File: config.mk
export PLATFORM = sky130hd
export DESIGN_NAME = seq_addsub_flat
export DESIGN_NICKNAME = d
export VERILOG_FILES = /design/src/rtl/seq_addsub_pkg.sv /design/src/rtl/seq_addsub_if.sv /design/src/rtl/seq_addsub_add_digit.sv /design/src/rtl/seq_addsub.sv /design/src/flat_wrapper.sv
export SDC_FILE = /design/constraint.sdc
export NUM_CORES = 1
export LEC_CHECK = 0
export CAP_MARGIN = 25
export CORE_UTILIZATION = 47
export CTS_CLUSTER_DIAMETER = 200
export DETAILED_ROUTE_END_ITERATION = 10
export GPL_ROUTABILITY_DRIVEN = 0
export PLACE_DENSITY = 0.73
export SETUP_SLACK_MARGIN = 0.4
export SLEW_MARGIN = 20
export SYNTH_ARGS = -nofsm -noshare
export SYNTH_HDL_FRONTEND = slang
export SYNTH_SLANG_ARGS = --single-unit
File: constraint.sdc
create_clock -name clk -period 2.03 [get_ports clk]
set_input_delay 0.5075 -clock clk [delete_from_list [all_inputs] [get_ports clk]]
set_output_delay 0.5075 -clock clk [all_outputs]
set_load 0.02 [all_outputs]
File: src/rtl/seq_addsub_pkg.sv
// Shared types and helpers for the digit-serial adder/subtractor.
package seq_addsub_pkg;

  typedef enum logic [1:0] {
    ST_IDLE = 2'd0,
    ST_RUN  = 2'd1,
    ST_DONE = 2'd2
  } state_e;

  // Digit counter must hold the value D after the last increment.
  function automatic int cnt_width(input int d);
    return $clog2(d) + 1;
  endfunction

endpackage

File: src/rtl/seq_addsub_if.sv
// Request/result bundle between a requester and seq_addsub.
interface seq_addsub_if #(
  parameter int N = 16
);
  logic         start;
  logic         sub;
  logic         cin;
  logic [N-1:0] a;
  logic [N-1:0] b;
  logic         busy;
  logic         done;
  logic [N-1:0] sum;
  logic         cout;
  logic         ovf;

  modport master (
    output start, sub, cin, a, b,
    input  busy, done, sum, cout, ovf
  );

  modport slave (
    input  start, sub, cin, a, b,
    output busy, done, sum, cout, ovf
  );
endinterface

File: src/rtl/seq_addsub_add_digit.sv
// Combinational W-bit adder slice; c_msb is the carry into the slice's top bit.
module add_digit #(
  parameter int W = 4
) (
  input  logic [W-1:0] x,
  input  logic [W-1:0] y,
  input  logic         ci,
  output logic [W-1:0] s,
  output logic         co,
  output logic         c_msb
);
  logic [W:0] full;

  assign full  = {1'b0, x} + {1'b0, y} + {{W{1'b0}}, ci};
  assign s     = full[W-1:0];
  assign co    = full[W];
  // The top sum bit is x^y^carry_in, so the carry into it falls out by XOR.
  assign c_msb = x[W-1] ^ y[W-1] ^ s[W-1];
endmodule

File: src/rtl/seq_addsub.sv
// Digit-serial N-bit adder/subtractor: W bits per clock, LSB digit first,
// with start/busy/done handshake and registered results.
module seq_addsub
  import seq_addsub_pkg::*;
#(
  parameter int N = 16,
  parameter int W = 4
) (
  input  logic         clk,
  input  logic         rst_n,
  seq_addsub_if.slave  bus
);
  localparam int             D    = N / W;
  localparam int             CW   = cnt_width(D);
  localparam logic [CW-1:0]  LAST = CW'(D - 1);

  if ((W < 1) || (W > N) || ((N % W) != 0)) begin : g_bad_params
    $error("seq_addsub: N must be a positive multiple of W");
  end

  state_e          state_q, state_d;
  logic [N-1:0]    op_a_q, op_a_d;
  logic [N-1:0]    op_b_q, op_b_d;
  logic [N-1:0]    acc_q, acc_d;
  logic [N-1:0]    acc_shift;
  logic            carry_q, carry_d;
  logic [CW-1:0]   cnt_q, cnt_d;
  logic            busy_q, busy_d;
  logic            done_q, done_d;
  logic [N-1:0]    sum_q, sum_d;
  logic            cout_q, cout_d;
  logic            ovf_q, ovf_d;

  logic [W-1:0]    dig_s;
  logic            dig_co;
  logic            dig_cmsb;

  add_digit #(.W(W)) u_digit (
    .x     (op_a_q[W-1:0]),
    .y     (op_b_q[W-1:0]),
    .ci    (carry_q),
    .s     (dig_s),
    .co    (dig_co),
    .c_msb (dig_cmsb)
  );

  // New digits enter at the top so the full result is aligned after D shifts.
  if (W == N) begin : g_single_digit
    assign acc_shift = dig_s;
  end else begin : g_multi_digit
    assign acc_shift = {dig_s, acc_q[N-1:W]};
  end

  // NOTE: combinational block assigns every target a default first, so no
  // path leaves a variable unassigned and no latch can be inferred.
  always_comb begin
    state_d = state_q;
    op_a_d  = op_a_q;
    op_b_d  = op_b_q;
    acc_d   = acc_q;
    carry_d = carry_q;
    cnt_d   = cnt_q;
    sum_d   = sum_q;
    cout_d  = cout_q;
    ovf_d   = ovf_q;
    done_d  = 1'b0;

    case (state_q)
      ST_IDLE, ST_DONE: begin
        if (bus.start) begin
          op_a_d  = bus.a;
          // Subtraction is a + ~b + ~borrow_in.
          op_b_d  = bus.sub ? ~bus.b : bus.b;
          carry_d = bus.cin ^ bus.sub;
          acc_d   = '0;
          cnt_d   = '0;
          state_d = ST_RUN;
        end else begin
          state_d = ST_IDLE;
        end
      end
      ST_RUN: begin
        op_a_d  = op_a_q >> W;
        op_b_d  = op_b_q >> W;
        acc_d   = acc_shift;
        carry_d = dig_co;
        cnt_d   = cnt_q + 1'b1;
        if (cnt_q == LAST) begin
          sum_d   = acc_shift;
          cout_d  = dig_co;
          ovf_d   = dig_cmsb ^ dig_co;
          done_d  = 1'b1;
          state_d = ST_DONE;
        end
      end
      default: state_d = ST_IDLE;
    endcase

    busy_d = (state_d == ST_RUN);
  end

  // NOTE: sequential state uses non-blocking assignments so every register
  // samples the pre-edge values regardless of statement order.
  always_ff @(posedge clk or negedge rst_n) begin
    if (!rst_n) begin
      state_q <= ST_IDLE;
      op_a_q  <= '0;
      op_b_q  <= '0;
      acc_q   <= '0;
      carry_q <= 1'b0;
      cnt_q   <= '0;
      busy_q  <= 1'b0;
      done_q  <= 1'b0;
      sum_q   <= '0;
      cout_q  <= 1'b0;
      ovf_q   <= 1'b0;
    end else begin
      state_q <= state_d;
      op_a_q  <= op_a_d;
      op_b_q  <= op_b_d;
      acc_q   <= acc_d;
      carry_q <= carry_d;
      cnt_q   <= cnt_d;
      busy_q  <= busy_d;
      done_q  <= done_d;
      sum_q   <= sum_d;
      cout_q  <= cout_d;
      ovf_q   <= ovf_d;
    end
  end

  assign bus.busy = busy_q;
  assign bus.done = done_q;
  assign bus.sum  = sum_q;
  assign bus.cout = cout_q;
  assign bus.ovf  = ovf_q;

endmodule

File: src/flat_wrapper.sv
// flat-port wrapper written by rule: the top's interface ports become plain ports
module seq_addsub_flat import seq_addsub_pkg::*;
#(
  parameter int N = 16,
  parameter int W = 4
)
  (clk, rst_n, bus_start, bus_sub, bus_cin, bus_a, bus_b, bus_busy, bus_done, bus_sum, bus_cout, bus_ovf);
  seq_addsub_if #(.N(N)) bus_i ();
  input  logic clk;
  input  logic rst_n;
  input wire logic [$bits(bus_i.start)-1:0] bus_start;
  input wire logic [$bits(bus_i.sub)-1:0] bus_sub;
  input wire logic [$bits(bus_i.cin)-1:0] bus_cin;
  input wire logic [$bits(bus_i.a)-1:0] bus_a;
  input wire logic [$bits(bus_i.b)-1:0] bus_b;
  output wire logic [$bits(bus_i.busy)-1:0] bus_busy;
  output wire logic [$bits(bus_i.done)-1:0] bus_done;
  output wire logic [$bits(bus_i.sum)-1:0] bus_sum;
  output wire logic [$bits(bus_i.cout)-1:0] bus_cout;
  output wire logic [$bits(bus_i.ovf)-1:0] bus_ovf;
  assign bus_i.start = bus_start;
  assign bus_i.sub = bus_sub;
  assign bus_i.cin = bus_cin;
  assign bus_i.a = bus_a;
  assign bus_i.b = bus_b;
  assign bus_busy = bus_i.busy;
  assign bus_done = bus_i.done;
  assign bus_sum = bus_i.sum;
  assign bus_cout = bus_i.cout;
  assign bus_ovf = bus_i.ovf;
  seq_addsub #(.N(N), .W(W)) u_core (.clk(clk), .rst_n(rst_n), .bus(bus_i));
endmodule
# Word level (Yosys, flattened, before mapping)
# Index checks and enable logic that the tools add are counted.
# Widths: inputs -> output; s select.
# op_classes
n_addsub,3
eq_ne,5
n_mux,16
n_bitwise,5
reduce_logical,5
# op_table
op,count
$pmux 16 s2,3
$mux 16,4
$not 16->16,1
$pmux 3 s2,1
$add 4x4->5,1
$add 5x1->5,1
$eq 2x1->1 const B,2
$mux 1,4
$pmux 2 s2,1
$reduce_and 2->1,2
$xor 1x1->1,4
$add 3x1->3 const B,1
$eq 3x2->1 const B,1
$mux 3,1
$eq 2x2->1 const B,1
$logic_not 2->1,1
$mux 2,1
$ne 2x2->1 const B,1
$pmux 1 s2,1
$reduce_bool 2->1,1
$reduce_or 2->1,1
# totals
ff_bits,74
inputBits,37
out_inout_bits,20

# Logic depth before layout (Yosys ltp)
# Gate-level depths: netlist (run 1).
# logic_depth
depth_word,4
depth_mapped,7
depth_no_buf,6

# Cells and area by module
# From an unflattened synthesis (run 1), not the netlist that was laid out.
# hier_totals
hier_cells,241
area_unflattened_um2,3042.9
# modules_own_cells
module,instances,cells_per_inst,area_each_um2,seq_area_each_um2
seq_addsub,1,224,2901.5,1751.7
add_digit,1,17,141.4,0.0

# Worst setup path after synthesis (run 1)
# No wires, ideal clock.
# synth_timing
path_type,reg-to-reg
from,register u_core.carry_q
to,register u_core.ovf_q (netlist: u_core.bus.ovf)
setup_time_ns,0.127
arrival_time_ns,1.774
t_required_ns,1.903
path_slack_ns,0.129
path_stages_with_launch,7
synth_period_minus_slack_ns,1.901
path_cell_list,dfrtp_1 fa_1 fa_1 a21o_1 a21oi_2 xnor2_1 o21ai_0
# synth_via
elab_chain_len,3
# synth_lines
item,line,text
from (decl),seq_addsub.sv:26,"logic carry_q, carry_d;"
from (signal assigned),seq_addsub.sv:122,carry_q <= carry_d;
$add 5x1->5 *,seq_addsub_add_digit.sv:14,"assign full = {1'b0, x} + {1'b0, y} + {{W{1'b0}}, ci};"
$xor 1x1->1,seq_addsub_add_digit.sv:18,assign c_msb = x[W-1] ^ y[W-1] ^ s[W-1];
$xor 1x1->1 *,seq_addsub.sv:91,ovf_d = dig_cmsb ^ dig_co;
to (signal assigned),seq_addsub.sv:128,ovf_q <= ovf_d;
to (decl),seq_addsub.sv:32,"logic ovf_q, ovf_d;"
# Mark *: on every way between the ends. The rest lies on a longest branch, timed or not.
# A chain may end at the register's enable or synchronous reset.

# Final worst setup path (run 1)
# Same ends and word-level chain as after synthesis.

==> report_table.html, run 1 <==
<table>
<tr><th>Metric</th><th>Value</th></tr>
<tr><th colspan="2">Power and ir drop</th></tr>
<tr><td>Leakage power summed over all cells</td><td>1.90 nW</td></tr>
<tr><td>Pwr per Cell Area</td><td>1600 nW/um2</td></tr>
<tr><td>Worst IR Drop VDD</td><td>862 uV</td></tr>
<tr><th colspan="2">CTS</th></tr>
<tr><td>Clk buf depth</td><td>2</td></tr>
<tr><td>Clock latency at the later pin of the worst-skew pair</td><td>350 ps</td></tr>
<tr><td>Number of buffers created by CTS</td><td>9</td></tr>
<tr><td>Clock root buffer master</td><td>sky130_fd_sc_hd__clkbuf_8</td></tr>
<tr><td># clock sinks</td><td>70</td></tr>
<tr><td>CTS Hold Buffers Added</td><td>0</td></tr>
<tr><td>Maximum level of the CTS H-tree</td><td>3</td></tr>
<tr><td>TritonCTS clock tree</td><td>built</td></tr>
<tr><td>Clock Pin Slew Worst Setup and Hold Paths</td><td>70 ps</td></tr>
<tr><th colspan="2">Drt</th></tr>
<tr><td>Final WL</td><td>5880 um</td></tr>
<tr><td>Final routed wire length divided by cell count</td><td>15.1 um</td></tr>
<tr><td>Violation count after the first detailed-routing iteration</td><td>125</td></tr>
<tr><td>Post-detailed-route via-to-cell ratio</td><td>5.34</td></tr>
<tr><td>Routed via count</td><td>2081</td></tr>
<tr><td>Detailed Routing Iterations Pass 1</td><td>4</td></tr>
<tr><td>DRC violation count after routing</td><td>0</td></tr>
<tr><td>Antenna-violating nets left</td><td>0</td></tr>
<tr><th colspan="2">Global routing</th></tr>
<tr><td>Antenna violations before repair</td><td>0</td></tr>
<tr><td>Largest net degree at the start of global routing</td><td>71</td></tr>
<tr><td>Global-route wire length before repair</td><td>9440 um</td></tr>
<tr><td>GRT overflow</td><td>0</td></tr>
<tr><td>Vias in the first global route</td><td>1902</td></tr>
<tr><td>GRT Overall Usage</td><td>19.6%</td></tr>
<tr><th colspan="2">Die</th></tr>
<tr><td>Standard cell core area</td><td>6060 um2</td></tr>
<tr><td>Die footprint</td><td>6780 um2</td></tr>
<tr><td>Placement Rows</td><td>28</td></tr>
<tr><td>Horiz. Die Dim</td><td>82.3 um</td></tr>
<tr><td>I/O Pins</td><td>57</td></tr>
<tr><td>Starting utilization of the core area</td><td>50.1%</td></tr>
<tr><td>Die Height</td><td>82.3 um</td></tr>
<tr><th colspan="2">Yosys</th></tr>
<tr><td>Instance count of the mapped netlist</td><td>239</td></tr>
<tr><td>Count of flip-flops with a built-in enable after synthesis</td><td>0</td></tr>
<tr><td>Mapped Nets</td><td>283</td></tr>
<tr><td>Portion of synthesized cell area occupied by the leading cell type</td><td>57.7%</td></tr>
<tr><td>Distinct cells, synth</td><td>26</td></tr>
<tr><td>Most numerous cell in the Yosys netlist</td><td>sky130_fd_sc_hd__dfrtp_1</td></tr>
<tr><td>Most frequent cells after synthesis</td><td>70 x sky130_fd_sc_hd__dfrtp_1, 32 x sky130_fd_sc_hd__nand2_1, 18 x sky130_fd_sc_hd__xnor2_1</td></tr>
<tr><td>Share of synthesized area occupied by flip-flops and latches</td><td>57.7%</td></tr>
<tr><td>Fraction of synthesis flops using an asynchronous set or reset pin</td><td>100%</td></tr>
<tr><td>Post-Syn Area</td><td>3030 um2</td></tr>
<tr><td>Library cell occupying the most area in the post-synthesis netlist</td><td>sky130_fd_sc_hd__dfrtp_1</td></tr>
<tr><td>Synth warnings</td><td>0</td></tr>
<tr><td>Top_reg_cell synth</td><td>sky130_fd_sc_hd__dfrtp_1</td></tr>
<tr><td>Post-synthesis sequential element count</td><td>70</td></tr>
<tr><td>Syn Area/Cell</td><td>12.7 um2</td></tr>
<tr><td>Dominant cells by area after synthesis</td><td>sky130_fd_sc_hd__dfrtp_1 58%, sky130_fd_sc_hd__xnor2_1 5.2%, sky130_fd_sc_hd__a22o_1 4.9%</td></tr>
<tr><th colspan="2">Critical path</th></tr>
<tr><td>Crit start category</td><td>flop</td></tr>
<tr><td>Worst Setup End Kind</td><td>flop</td></tr>
<tr><td>Data arrival time of the critical path</td><td>2070 ps</td></tr>
<tr><td>Slack of the worst reg-to-reg path</td><td>190 ps</td></tr>
<tr><td>Worst-case reg-to-reg path depth</td><td>6</td></tr>
<tr><td>Peak fanout along the critical path</td><td>3</td></tr>
<tr><td>Class of the most critical setup path</td><td>flop to flop</td></tr>
<tr><td>Required time of the critical path</td><td>2260 ps</td></tr>
<tr><th colspan="2">Status</th></tr>
<tr><td>Result of the run</td><td>complete, no violations</td></tr>
<tr><th colspan="2">STA</th></tr>
<tr><td>Total of endpoints with negative setup slack in the final report</td><td>0</td></tr>
<tr><td>Highest Clock Rate</td><td>544 MHz</td></tr>
<tr><td>Transition time of the tightest slew-check pin</td><td>583 ps</td></tr>
<tr><td>Worst slew margin</td><td>61.0%</td></tr>
<tr><td>Unrepaired setup endpoints after global routing</td><td>yes</td></tr>
<tr><td>Final hold violation count</td><td>0</td></tr>
<tr><td>Setup TNS</td><td>0 ps</td></tr>
<tr><td>Total count of max-transition violations in the final report</td><td>0</td></tr>
<tr><td>Clock Skew</td><td>10.6 ps</td></tr>
<tr><td>Share of the clock period used by the worst path</td><td>90.6%</td></tr>
<tr><td>Time the worst path needs with I/O delays and setup</td><td>1840 ps</td></tr>
<tr><th colspan="2">Layout</th></tr>
<tr><td>Area growth from synthesis to layout</td><td>31.1%</td></tr>
<tr><td>Final #Nets</td><td>354</td></tr>
<tr><td>Antenna fix cells</td><td>0</td></tr>
<tr><td>Total of fill cells in the finished design</td><td>508</td></tr>
<tr><td>Layout Utilization</td><td>65.6%</td></tr>
<tr><td>Share of final-layout standard cells stronger than drive strength 1</td><td>20.6%</td></tr>
<tr><th colspan="2">Place</th></tr>
<tr><td>Total half-perimeter wirelength after legalization and detailed placement</td><td>3620 um</td></tr>
<tr><td>PortBufs</td><td>56</td></tr>
<tr><th colspan="2">Hold path</th></tr>
<tr><td>Worst min-delay path category</td><td>input pin to asynchronous set/reset pin</td></tr>
<tr><th colspan="2">Flow run</th></tr>
<tr><td>Max-cap violation count</td><td>0</td></tr>
</table>
[layer usage]
metal | vias up | wire (um) | part of all wire [%] | GRT usage [%]
met3 | 11 | 265 | 4.5 | 3.63
met2 | 70 | 2790 | 47 | 30.0
met1 | 1008 | 2690 | 46 | 26.1
met5 | - | 0 | 0 | 0
li1 | 992 | - | - | -
met4 | 0 | 133 | 2.3 | 11.6
[worst paths after layout]
path | startpoint | endpoint
setup / recovery | u_core.carry_q$_DFFE_PN0P_ | u_core.bus.ovf$_DFFE_PN0P_
hold / removal | rst_n | u_core.bus.sum[1]$_DFFE_PN0P_
setup reg to reg | u_core.carry_q$_DFFE_PN0P_ | u_core.bus.ovf$_DFFE_PN0P_
hold reg to reg | u_core.op_a_q[9]$_DFFE_PN0P_ | u_core.op_a_q[9]$_DFFE_PN0P_
max in group asynchronous | rst_n | u_core.op_a_q[5]$_DFFE_PN0P_
min in group clk | u_core.op_a_q[9]$_DFFE_PN0P_ | u_core.op_a_q[9]$_DFFE_PN0P_
[cell families after synthesis]
kind of cell | Yosys count | share of synthesized area (%)
multiplexers | 16 | 6.56
flip-flops | 70 | 57.7
AND/OR/NAND/NOR | 50 | 7.13
AO/OA/AOI/OAI | 57 | 15.0
adder cells (fa/ha/maj) | 7 | 3.38
XOR/XNOR | 20 | 5.77
buffers and inverters | 19 | 4.45
[metrics by stage]
step           hold WS [ps]  total power [mW]  setup WS, ps  instance area, um2  instances
2_1_floorplan           212              4.25           248                3040        239
3_3_place_gp            458              4.85          -227                3630        359
3_5_place_dp            464              4.96          -239                3630        359
4_1_cts                 183              6.22           178                3880        381
5_1_grt                 192              6.79          77.1                3980        390
6_report                167              6.35           191                3980        390
[area by class of cell]
type / instances / area (um2) / share of cell area [%]
well taps: 75 / 93.8 / 2.36
inverters: 3 / 13.8 / 0.346
multi-input cells: 152 / 1190 / 30.0
repair buffers: 74 / 703 / 17.7
clock inverters: 7 / 97.6 / 2.45
flip-flops and latches: 70 / 1750 / 44.0
clock buffers: 9 / 124 / 3.11
[timing repair]
action | in CTS | in global routing
pin swaps | 4 | 5
gates resized for setup | 25 | 5
setup endpoints to repair | 77 | 39
setup buffers | 5 | 8
endpoints found under the hold margin | 0 | 0
cloned | 1 | 1
[worst max-delay path, stage by stage, from the launching register on]
cell	delay, ps
sky130_fd_sc_hd__dfrtp_1	400
sky130_fd_sc_hd__fa_2	410
sky130_fd_sc_hd__fa_2	350
sky130_fd_sc_hd__a21o_1	170
sky130_fd_sc_hd__a21oi_2	180
sky130_fd_sc_hd__xnor2_1	140
sky130_fd_sc_hd__o21ai_1	70
[layout by cell type (no fill, tap or decap), types with 3 or more instances in the layout]
master and instances:
sky130_fd_sc_hd__a22oi_1 13, sky130_fd_sc_hd__nand2_1 32, sky130_fd_sc_hd__xnor2_1 18, sky130_fd_sc_hd__a221o_1 12, sky130_fd_sc_hd__buf_12 3, sky130_fd_sc_hd__clkbuf_8 9
sky130_fd_sc_hd__ha_1 4, sky130_fd_sc_hd__mux2_4 7, sky130_fd_sc_hd__clkdlybuf4s50_1 35, sky130_fd_sc_hd__nor2_1 12, sky130_fd_sc_hd__mux2_2 9, sky130_fd_sc_hd__o21ai_0 8
sky130_fd_sc_hd__a22o_1 17, sky130_fd_sc_hd__dlygate4sd2_1 20, sky130_fd_sc_hd__dfrtp_1 70, sky130_fd_sc_hd__buf_4 15
[power by group]
group          total (mW)  switching (mW)  internal, mW
clock                1.23           0.532         0.695
sequential           2.39           0.381          2.01
combinational        2.74            1.39          1.35
total                6.35            2.30          4.06
[sequential cells by signal, summed over array words and instances, names as in the netlist]
| signal | count |
|---|---|
| u_core.op_a_q | 16 |
| u_core.state_q | 2 |
| u_core.bus.cout | 1 |
| u_core.bus.done | 1 |
| u_core.cnt_q | 3 |
| u_core.bus.ovf | 1 |
| u_core.bus.sum | 16 |
| u_core.bus.busy | 1 |
| u_core.carry_q | 1 |
| u_core.acc_q | 12 |
| u_core.op_b_q | 16 |
No activity file was read; power rests on OpenSTA's default activity.
==> inputs of run 2 (changes only) <==
==> constraint.sdc (replaced) <==
create_clock -name clk -period 2.03 [get_ports clk]
set_input_delay 0.3045 -clock clk [delete_from_list [all_inputs] [get_ports clk]]
set_output_delay 0.3045 -clock clk [all_outputs]
set_load 0.1 [all_outputs]
==> report_table.html, run 2 (synthesis results as in run 1) <==
<table>
<tr><th>Metric</th><th>Value</th></tr>
<tr><th colspan="2">CTS</th></tr>
<tr><td>Clock Pin Slew Worst Setup and Hold Paths</td><td>70 ps</td></tr>
<tr><td>Number of buffers created by CTS</td><td>9</td></tr>
<tr><td>Maximum level of the CTS H-tree</td><td>3</td></tr>
<tr><td>Clock latency at the later pin of the worst-skew pair</td><td>330 ps</td></tr>
<tr><td>Clock root buffer master</td><td>sky130_fd_sc_hd__clkbuf_8</td></tr>
<tr><td># clock sinks</td><td>70</td></tr>
<tr><td>Clk buf depth</td><td>2</td></tr>
<tr><td>CTS Hold Buffers Added</td><td>0</td></tr>
<tr><td>TritonCTS clock tree</td><td>built</td></tr>
<tr><th colspan="2">Critical path</th></tr>
<tr><td>Slack of the worst reg-to-reg path</td><td>160 ps</td></tr>
<tr><td>Series of cell instances along the critical path</td><td>fa_2 &gt; fa_2 &gt; buf_4 &gt; xor2_2 &gt; mux2_4</td></tr>
<tr><td>Required time of the critical path</td><td>2250 ps</td></tr>
<tr><td>Worst-case reg-to-reg path depth</td><td>5</td></tr>
<tr><td>Data arrival time of the critical path</td><td>2080 ps</td></tr>
<tr><td>Worst reg2reg endpoint</td><td>u_core.bus.sum[14]$_DFFE_PN0P_</td></tr>
<tr><td>Largest delay contributor family on the critical path</td><td>adder cells</td></tr>
<tr><td>Crit path max-delay cell type</td><td>sky130_fd_sc_hd__dfrtp_1</td></tr>
<tr><td>Class of the most critical setup path</td><td>flop to flop</td></tr>
<tr><td>Peak fanout along the critical path</td><td>2</td></tr>
<tr><td>Crit start category</td><td>flop</td></tr>
<tr><td>Buf+Inv Stages, Crit Path</td><td>1</td></tr>
<tr><td>Slowest Stage Delay on Critical Path</td><td>440 ps</td></tr>
<tr><td>Most common cell on crit path</td><td>sky130_fd_sc_hd__fa_2</td></tr>
<tr><td>Launching point of the worst reg2reg path</td><td>u_core.op_b_q[0]$_DFFE_PN0P_</td></tr>
<tr><td>Worst Setup End Kind</td><td>flop</td></tr>
<tr><th colspan="2">STA</th></tr>
<tr><td>Final hold violation count</td><td>14</td></tr>
<tr><td>Clock Skew</td><td>9.32 ps</td></tr>
<tr><td>Highest Clock Rate</td><td>536 MHz</td></tr>
<tr><td>Unrepaired setup endpoints after global routing</td><td>yes</td></tr>
<tr><td>Total count of max-transition violations in the final report</td><td>0</td></tr>
<tr><td>Worst Hold Slack</td><td>-9.59 ps</td></tr>
<tr><td>Time the worst path needs with I/O delays and setup</td><td>1870 ps</td></tr>
<tr><td>Worst slew margin</td><td>59.4%</td></tr>
<tr><td>Share of the clock period used by the worst path</td><td>91.9%</td></tr>
<tr><td>Total of endpoints with negative setup slack in the final report</td><td>0</td></tr>
<tr><td>Transition time of the tightest slew-check pin</td><td>608 ps</td></tr>
<tr><th colspan="2">Layout</th></tr>
<tr><td>Share of final-layout standard cells stronger than drive strength 1</td><td>24.3%</td></tr>
<tr><td>Most common cell after layout, fill and taps aside</td><td>sky130_fd_sc_hd__dfrtp_1</td></tr>
<tr><td>Layout Utilization</td><td>62.9%</td></tr>
<tr><td>Fin area</td><td>3810 um2</td></tr>
<tr><td>Antenna fix cells</td><td>0</td></tr>
<tr><td>Commonest non-fill, non-tap cells in the layout</td><td>70 x sky130_fd_sc_hd__dfrtp_1, 35 x sky130_fd_sc_hd__clkdlybuf4s50_1, 32 x sky130_fd_sc_hd__nand2_1</td></tr>
<tr><td>Final #Nets</td><td>347</td></tr>
<tr><td>Area growth from synthesis to layout</td><td>25.6%</td></tr>
<tr><td>Fin cells</td><td>380</td></tr>
<tr><th colspan="2">Status</th></tr>
<tr><td>Violated checks</td><td>hold timing</td></tr>
<tr><td>Result of the run</td><td>finished, violations left</td></tr>
<tr><th colspan="2">Drt</th></tr>
<tr><td>Final WL</td><td>5770 um</td></tr>
<tr><td>Post-detailed-route via-to-cell ratio</td><td>5.35</td></tr>
<tr><td>Routed via count</td><td>2033</td></tr>
<tr><td>Detailed Routing Iterations Pass 1</td><td>4</td></tr>
<tr><td>Final routed wire length divided by cell count</td><td>15.2 um</td></tr>
<tr><td>DRC violation count after routing</td><td>0</td></tr>
<tr><td>Violation count after the first detailed-routing iteration</td><td>71</td></tr>
<tr><td>Antenna-violating nets left</td><td>0</td></tr>
<tr><th colspan="2">Flow run</th></tr>
<tr><td>Max-cap violation count</td><td>0</td></tr>
<tr><th colspan="2">Place</th></tr>
<tr><td>Total half-perimeter wirelength after legalization and detailed placement</td><td>3590 um</td></tr>
<tr><td>Number of placed cells counting well taps</td><td>359</td></tr>
<tr><td>Instance area after placement</td><td>3570 um2</td></tr>
<tr><td>PortBufs</td><td>56</td></tr>
<tr><th colspan="2">Die</th></tr>
<tr><td>Die Height</td><td>82.3 um</td></tr>
<tr><td>Starting utilization of the core area</td><td>50.1%</td></tr>
<tr><td>Horiz. Die Dim</td><td>82.3 um</td></tr>
<tr><td>Die footprint</td><td>6780 um2</td></tr>
<tr><td>I/O Pins</td><td>57</td></tr>
<tr><td>Standard cell core area</td><td>6060 um2</td></tr>
<tr><td>Placement Rows</td><td>28</td></tr>
<tr><th colspan="2">Global routing</th></tr>
<tr><td>Vias in the first global route</td><td>1981</td></tr>
<tr><td>Antenna violations before repair</td><td>0</td></tr>
<tr><td>Largest net degree at the start of global routing</td><td>71</td></tr>
<tr><td>GRT overflow</td><td>0</td></tr>
<tr><td>GRT Overall Usage</td><td>18.8%</td></tr>
<tr><td>Global-route wire length before repair</td><td>9360 um</td></tr>
<tr><th colspan="2">Hold path</th></tr>
<tr><td>Worst min-delay path category</td><td>input pin to asynchronous set/reset pin</td></tr>
</table>
==> run 2: cell type report <==
cell class / instances / area [um2]
clock buffer: 10 / 128
clock inverter: 3 / 15.0
fill: 508 / 2250
inverter: 3 / 13.8
multi-input combinational: 152 / 1210
sequential: 70 / 1750
tap: 75 / 93.8
timing repair buffer: 67 / 601
==> run 2: timing repair <==
item | 4_1_cts | 5_1_grt
pin swaps | 6 | 4
buffers inserted | 4 | 2
cloned | 1 | 1
gates resized for setup | 5 | 6
endpoints found under the setup margin | 57 | 25
==> run 2: stage by stage <==
stage          TNS (ps)  setup slack (ps)
4_1_cts               0               167
3_3_place_gp      -37.2             -37.2
5_1_grt               0               121
2_1_floorplan         0               246
6_report              0               165
3_5_place_dp       -341             -71.7
==> run 2: routing by layer <==
layer	GRT usage, %	vias up	part of all wire, %
met5	0	-	0
met4	5.79	0	1.1
met3	5.60	8	4.6
met2	29.3	56	48
met1	25.2	999	46
li1	-	970	-
==> run 2: worst reg2reg max path, cell delays in order, from the launching register on <==
cell and delay, ps:
sky130_fd_sc_hd__dfrtp_1 440, sky130_fd_sc_hd__fa_2 400, sky130_fd_sc_hd__fa_2 350, sky130_fd_sc_hd__buf_4 150
sky130_fd_sc_hd__xor2_2 150, sky130_fd_sc_hd__mux2_4 260
==> run 2: how the worst max path moves through the flow <==
stage | from | end | slack, ps | depth (start not counted)
global placement | bus_start | u_core.carry_q$_DFFE_PN0P_ | -40 | 5
global route | u_core.op_a_q[0]$_DFFE_PN0P_ | u_core.bus.ovf$_DFFE_PN0P_ | 120 | 6
floorplan | u_core.op_a_q[0]$_DFFE_PN0P_ | u_core.bus.ovf$_DFFE_PN0P_ | 250 | 6
CTS | u_core.carry_q$_DFFE_PN0P_ | u_core.bus.sum[14]$_DFFE_PN0P_ | 170 | 5
finish | u_core.op_b_q[0]$_DFFE_PN0P_ | u_core.bus.sum[14]$_DFFE_PN0P_ | 160 | 5
detailed placement | bus_start | u_core.carry_q$_DFFE_PN0P_ | -70 | 5
Power of run 2 is left out: the tool's default activity adds up to more than one toggle a clock period on the data nets, which glitch-free logic cannot reach.
